**src/rtl/fetch_unit_pkg.sv**
```systemverilog
// Shared widths, constants and control decode for the instruction fetch unit.
package fetch_unit_pkg;

    localparam int PC_W = 10;
    localparam int INSTR_W = 16;
    localparam logic [INSTR_W-1:0] NOP = 16'h0000;

    typedef enum logic [2:0] {
        ACT_HOLD,
        ACT_SEQ,
        ACT_JUMP,
        ACT_CALL,
        ACT_RET
    } action_e;

    // Resolves simultaneous requests: stall > ret > call > jump > sequential.
    function automatic action_e next_action(input logic stall, input logic ret,
                                            input logic call, input logic jump);
        if (stall)     return ACT_HOLD;
        else if (ret)  return ACT_RET;
        else if (call) return ACT_CALL;
        else if (jump) return ACT_JUMP;
        else           return ACT_SEQ;
    endfunction

endpackage

```
**src/rtl/fetch_unit_ret_stack.sv**
```systemverilog
// Return-address LIFO; overflowing pushes and underflowing pops are ignored.
module ret_stack #(
    parameter int DEPTH = 4,
    parameter int W     = 10
) (
    input  logic         clk,
    input  logic         reset_n,
    input  logic         push,
    input  logic         pop,
    input  logic [W-1:0] din,
    output logic [W-1:0] top,
    output logic         empty,
    output logic         full
);

    localparam int SPW = $clog2(DEPTH + 1);
    localparam int AW  = (DEPTH > 1) ? $clog2(DEPTH) : 1;
    localparam logic [SPW-1:0] DEPTH_L = SPW'(DEPTH);

    logic [W-1:0]   mem [DEPTH];
    logic [SPW-1:0] sp;
    logic [SPW-1:0] sp_dec;
    logic [SPW-1:0] sp_next;
    logic           do_push;
    logic           do_pop;

    // NOTE: every always_comb output gets a default first so no path leaves it unassigned (no latch).
    always_comb begin
        do_push = push && !full;
        do_pop  = pop && !empty && !do_push;
        sp_dec  = sp - 1'b1;
        sp_next = sp;
        if (do_push)
            sp_next = sp + 1'b1;
        else if (do_pop)
            sp_next = sp_dec;
    end

    assign top = mem[sp_dec[AW-1:0]];

    // Flags are registered from the next pointer so they change on the same edge as sp.
    always_ff @(posedge clk or negedge reset_n) begin
        if (!reset_n) begin
            sp    <= '0;
            empty <= 1'b1;
            full  <= 1'b0;
        end else begin
            sp    <= sp_next;
            empty <= (sp_next == '0);
            full  <= (sp_next == DEPTH_L);
        end
    end

    // NOTE: entry storage has no reset; the pointer alone decides which entries are live.
    always_ff @(posedge clk) begin
        if (do_push)
            mem[sp[AW-1:0]] <= din;
    end

endmodule

```
**src/rtl/fetch_unit.sv**
```systemverilog
// Program counter, instruction register and redirect priority with a return-address stack.
module fetch_unit
    import fetch_unit_pkg::*;
#(
    parameter logic [PC_W-1:0] RESET_PC    = 10'd0,
    parameter int              STACK_DEPTH = 4
) (
    input  logic               clk,
    input  logic               reset_n,
    input  logic               stall,
    input  logic               jump,
    input  logic               call,
    input  logic               ret,
    input  logic [PC_W-1:0]    jump_addr,
    input  logic [INSTR_W-1:0] instr,
    output logic [PC_W-1:0]    pc,
    output logic [INSTR_W-1:0] ir,
    output logic               ir_valid,
    output logic               stack_empty,
    output logic               stack_full,
    output logic               stack_err
);

    action_e         act;
    logic [PC_W-1:0] pc_inc;
    logic [PC_W-1:0] stack_top;
    logic            push;
    logic            pop;

    always_comb begin
        act    = next_action(stall, ret, call, jump);
        pc_inc = pc + 1'b1;
        push   = (act == ACT_CALL) && !stack_full;
        pop    = (act == ACT_RET) && !stack_empty;
    end

    ret_stack #(
        .DEPTH (STACK_DEPTH),
        .W     (PC_W)
    ) u_ret_stack (
        .clk     (clk),
        .reset_n (reset_n),
        .push    (push),
        .pop     (pop),
        .din     (pc_inc),
        .top     (stack_top),
        .empty   (stack_empty),
        .full    (stack_full)
    );

    // NOTE: sequential state uses non-blocking assignments so all registers see pre-edge values.
    always_ff @(posedge clk or negedge reset_n) begin
        if (!reset_n) begin
            pc        <= RESET_PC;
            ir        <= NOP;
            ir_valid  <= 1'b0;
            stack_err <= 1'b0;
        end else begin
            case (act)
                ACT_HOLD: ;
                ACT_SEQ: begin
                    pc       <= pc_inc;
                    ir       <= instr;
                    ir_valid <= 1'b1;
                end
                ACT_JUMP: begin
                    pc       <= jump_addr;
                    ir       <= NOP;
                    ir_valid <= 1'b0;
                end
                ACT_CALL: begin
                    pc       <= jump_addr;
                    ir       <= NOP;
                    ir_valid <= 1'b0;
                    if (stack_full)
                        stack_err <= 1'b1;
                end
                ACT_RET: begin
                    // An empty-stack return still flushes the wrong-path word but falls through.
                    pc       <= stack_empty ? pc_inc : stack_top;
                    ir       <= NOP;
                    ir_valid <= 1'b0;
                    if (stack_empty)
                        stack_err <= 1'b1;
                end
                default: ;
            endcase
        end
    end

endmodule

```
**config.mk**
```make
export PLATFORM = sky130hd
export DESIGN_NAME = fetch_unit
export DESIGN_NICKNAME = d
export VERILOG_FILES = /design/src/rtl/fetch_unit_pkg.sv /design/src/rtl/fetch_unit_ret_stack.sv /design/src/rtl/fetch_unit.sv
export SDC_FILE = /design/constraint.sdc
export NUM_CORES = 1
export LEC_CHECK = 0
export CAP_MARGIN = 25
export CORE_MARGIN = 4
export CORE_UTILIZATION = 46
export DETAILED_ROUTE_END_ITERATION = 7
export PLACE_DENSITY = 0.75
export SLEW_MARGIN = 10
export SYNTH_ARGS = -nofsm -noshare
export SYNTH_HDL_FRONTEND = slang
export SYNTH_SLANG_ARGS = --single-unit
export TNS_END_PERCENT = 5
```
**constraint.sdc**
```tcl
create_clock -name clk -period 2.46 [get_ports clk]
set_input_delay 0.369 -clock clk [delete_from_list [all_inputs] [get_ports clk]]
set_output_delay 0.369 -clock clk [all_outputs]
set_load 0.05 [all_outputs]
```
Yosys cells after proc, flatten, opt, wreduce, memory -nomap -nowiden:

Memory sizes are Yosys's and may differ from the RTL's.
Cells that the tools add are included.

* bits in registers: 33
* memory bits (writable): 40
* bits of input ports: 32
* output and inout bits: 30
* word-level logic and storage cells: 48
* memories kept: 1

* $add $sub $neg: 3
* eq/ne operators: 7
* muxes and demuxes: 15
* reduce and logical (&&, ||, !) cells: 15

Memories
* u_ret_stack.mem: words 4, bits a word 10, read ports 1, clocked after memory_dff 0, write ports 1, RTL line fetch_unit_ret_stack.sv:20 `logic [W-1:0] mem [DEPTH];`

Operators with widths (count)
* 16-bit case mux with 2 select lines: 1
* 10-bit case mux with 3 select lines: 1
* 3-bit 2-to-1 mux: 4
* 10-bit by 1-bit adder with 10-bit output (second input constant): 1
* 10-bit 2-to-1 mux: 1
* 3-bit by 2-bit == test with 1-bit output (second input constant): 2
* 3-bit == test (second input constant): 2
* 1-bit logical AND: 5
* 1-bit 2-to-1 mux: 4
* 2-bit 2-to-1 mux: 2
* 2-bit by 1-bit != test with 1-bit output (second input constant): 2
* 1-bit case mux with 2 select lines: 2
* 2-bit nonzero test: 2
* 3-bit by 1-bit adder with 3-bit output (second input constant): 1
* 3-bit by 1-bit == test with 1-bit output (second input constant): 1
* 1-bit logical NOT: 3
* 3-bit logical NOT: 1
* 3-bit AND reduction: 1
* 3-bit nonzero test: 1
* 3-bit OR reduction: 1
* 3-bit by 1-bit subtractor with 3-bit output (second input constant): 1
* 2-bit OR reduction: 1

Depth between registers and ports, before layout:

* depth in word-level cells: 12
* depth in mapped cells: 9
* mapped depth without buffers: 6

Cells and area by module:

Synthesis repeated with hierarchy kept, for this count alone.

* cell total of the unflattened synthesis: 229
* area total of the unflattened synthesis: 3300.7 um^2

By module, submodules not included
* ret_stack: times used 1, cells each 85, area each 1804.2 um^2, seq. area each 1327.5 um^2
* fetch_unit: times used 1, cells each 144, area each 1496.4 um^2, seq. area each 700.7 um^2

Least setup slack after synthesis:

OpenSTA, ideal clock, no wires.

* path kind: reg2reg
* start point: reg u_ret_stack.sp[0]
* end point: reg pc[5]
* setup time: 0.139 ns
* arrival: 2.264 ns
* required time: 2.321 ns
* path slack: 0.057 ns
* cell stages (with the launch flop): 10
* path buffers: 3
* period minus slack after synthesis: 2.403 ns
* cell sequence: dfrtp_1 buf_6 buf_2 inv_1 ha_1 buf_1 mux4_1 and2_0 a221oi_1 o22ai_1

* longest elaborated chain between the ends: 4

Ends and longest elaborated chain
* start: declaration: RTL line fetch_unit_ret_stack.sv:21 `logic [SPW-1:0] sp;`
* start signal: assignment: RTL line fetch_unit_ret_stack.sv:48 `sp <= sp_next;`
* 3-bit by 1-bit subtractor with 3-bit output: RTL line fetch_unit_ret_stack.sv:31 `sp_dec = sp - 1'b1;`
* memory read 4 x 10 bit
* 10-bit 2-to-1 mux: RTL line fetch_unit.sv:80 `pc <= stack_empty ? pc_inc : stack_top;`
* 10-bit case mux with 3 select lines: RTL line fetch_unit.sv:59 `case (act)`
* end signal: assignment: RTL line fetch_unit.sv:62 `pc <= pc_inc;`
* end signal: assignment: RTL line fetch_unit.sv:67 `pc <= jump_addr;`
* end signal: assignment: RTL line fetch_unit.sv:80
* end: declaration: RTL line fetch_unit.sv:16 `output logic [PC_W-1:0] pc,`

Every way passes these cells.
A chain may end at the register's enable or synchronous reset.

Worst setup path in the final report:

* start point: reg u_ret_stack.empty
* end point: out stack_empty

RTL lines
* start: declaration: RTL line fetch_unit_ret_stack.sv:12 `output logic empty,`
* start signal: assignment: RTL line fetch_unit_ret_stack.sv:49 `empty <= (sp_next == '0);`
* end: declaration: RTL line fetch_unit.sv:19 `output logic stack_empty,`

No word-level cell between the ends.

==> results.toml <==
[clock_tree]
htreeDepth = 3
worstSkewPairLatency_ns = 0.34
cts_tree = "done"
clock_tree.buffer_depth = 2
cts_buffers = 9
cts_resized = 0
path_clk_slew_ns = 0.07
ctsHoldBuffers = 0
cts_root_buf = "clkbuf_8"
post_cts_buffers = 0
clock-sinks = 73

[final_layout]
design_area_um2 = 4088
synthToLayoutAreaGrowth_pct = 29.03
multi_input_area_um2 = 1057
n_antenna_cell = 0
layout.nets = 323
fill_cells = 485
regArea_um2 = 2028
utilization_pct = 62.59
drive_above_1_share_pct = 13.40

[sta]
max_freq_ghz = 0.4768
period_needed_ns = 2.097
hold_viol = 0
tns_ns = 0
tightest_slew_ns = 0.6848
slew_viol_final = 0
skew_ns = 0.005963
slew_headroom_pct = 53.99
rsz0062_at_grt = "no"
hold_slack_ns = 0.4333
setup_viol = 0
finalCritPeriodShare_pct = 85.25

[hold_path]
worstHoldPathType = "in -> async"

[power]
peakVddDrop_v = 0.0005991
p_per_area_nw_per_um2 = 1057
p_leak_nw = 1.555

[logic_synthesis]
synthCells = 213
syn_area_per_cell_um2 = 14.87
syn_nets = 250
synth_edf_count = 40
synth.distinct_cells = 46
yosysTopAreaCell = "edfxtp_1"
synthTopCellsByCount = "40 x edfxtp_1, 32 x dfrtp_1, 16 x a22o_1"
synth_most_common_cell = "edfxtp_1"
synthArstFlopShare_pct = 45.21
yosysWarnings = 0
ys_seq_area_share_pct = 64.02
syn_area_um2 = 3168
netlist.area_leader.share_pct = 37.91
synth_area_leaders = "edfxtp_1 38%, dfrtp_1 25%, mux4_2 5.7%"
synthFlopType = "edfxtp_1"
synth_seq_cells = 73

[placed_design]
gp_congestion = 0.7678
port-buffer-count = 61
hpwl_mm = 5.148
place_area_um2 = 3909

[global_route]
grt_antenna_before_repair = 0
grt-ovfl-total = 0
grt_pass1_vias = 2153
grt_usage_pct = 18.70
grt_max_degree = 38
grt_first_pass_wirelength_mm = 11.95

[setup_path]
start_kind = "register"
cp_data_arrival_time_ns = 1.73
critPathCaptureType = "output pin"
crit_family = "buffers and inverters"
critPathKind = "reg -> out"
cp.required_ns = 2.09
path_buf_inv = 1
cpMaxStageDelayCell = "clkdlybuf4s50_1"
crit_path_max_fanout = 4
crit_chain = "clkdlybuf4s50_1"
max_stage_delay_ns = 0.82

[detailed_routing]
wl_mm = 7.430
avgRoutedWirePerCell_um = 20.19
dr.pass1.iters = 5
detail-route-antenna-nets = 0
drc = 0
vias_per_cell = 5.867
vias = 2159
drt_iter0_drc = 138

[floorplanning]
die-area_um2 = 8279
die_y_um = 90.99
io_pins = 62
core_area_um2 = 6531
std_cell_rows = 29
initial_core_util_pct = 48.51
fp.dieW_um = 90.99

[status]
status = "completed"

[job]
drv_cap = 0
[power by group]
part / switching [mW] / total, mW / internal [mW]
Sequential: 0.167 / 1.75 / 1.58
Combinational: 0.995 / 1.69 / 0.700
Clock: 0.412 / 0.875 / 0.463
Total: 1.57 / 4.32 / 2.75
[state kept, by name, summed over array words and instances (netlist names)]
name	cells
u_ret_stack.empty	1
u_ret_stack.mem	40
ir	16
stack_err	1
u_ret_stack.sp	3
u_ret_stack.full	1
pc	10
ir_valid	1
[routing by layer]
layer / vias to the layer above / wire [um] / track usage (%)
met5: - / 0 / 0
met4: 0 / 158 / 7.286
met3: 15 / 555 / 4.298
met2: 96 / 3600 / 29.55
met1: 1081 / 3115 / 25.23
li1: 967 / - / -
[worst paths after layout]
path,slack [ns],endpoint,start,depth (start not counted)
worst max-delay path,0.36,stack_empty,u_ret_stack.empty$_DFF_PN1_,1
max in group asynchronous,1.69,u_ret_stack.empty$_DFF_PN1_,reset_n,2
worst min register to register,0.48,ir_valid$_DFFE_PN0P_,ir_valid$_DFFE_PN0P_,1
worst min-delay path,0.43,ir[14]$_DFFE_PN0P_,reset_n,2
min in group clk,0.48,ir_valid$_DFFE_PN0P_,ir_valid$_DFFE_PN0P_,1
worst max register to register,0.37,pc[7]$_DFFE_PN0P_,u_ret_stack.sp[1]$_DFF_PN0_,6
[placed cells by master, fill, tap and decap left out, types with 4 or more instances in the layout]
master and n:
inv_1 5, nor2b_1 4, edfxtp_1 40, a21oi_1 10
a22o_1 16, mux4_2 8, clkdlybuf4s50_1 61, xor2_1 4
clkbuf_8 9, xnor2_1 6, dfrtp_1 32, buf_4 13
and2_1 5, nor3_1 4, nand2_1 12, nor2_1 6
ha_1 5
[kinds of logic (layout without fill, tap and decap cells)]
kind of cell / count (synthesis) / after routing / share of synthesized area (%)
flip-flops: 73 / 73 / 64.02
AO/OA/AOI/OAI: 47 / 47 / 11.34
multiplexers: 14 / 14 / 8.649
AND/OR/NAND/NOR: 47 / 47 / 8.649
adder cells (fa/ha/maj): 5 / 5 / 1.975
XOR/XNOR: 10 / 10 / 2.764
buffers and inverters: 17 / 95 / 2.606
[area by class of cell]
class | count | area share (%)
repair buffers | 74 | 17.32
inverters | 5 | 0.4591
multi-input cells | 123 | 25.86
clock inverters | 4 | 1.071
well taps | 77 | 2.357
flip-flops and latches | 73 | 49.62
clock buffers | 12 | 3.306
[metrics by stage]
stage / setup slack (ns) / power (mW) / instances
2_1_floorplan: 0.05673 / 2.881 / 213
3_5_place_dp: 0.2198 / 3.469 / 352
6_report: 0.3628 / 4.321 / 368
5_1_grt: 0.2660 / 4.538 / 368
4_1_cts: 0.3420 / 4.354 / 368
3_3_place_gp: 0.2530 / 3.417 / 352
Power figures use the tool's default switching activity.
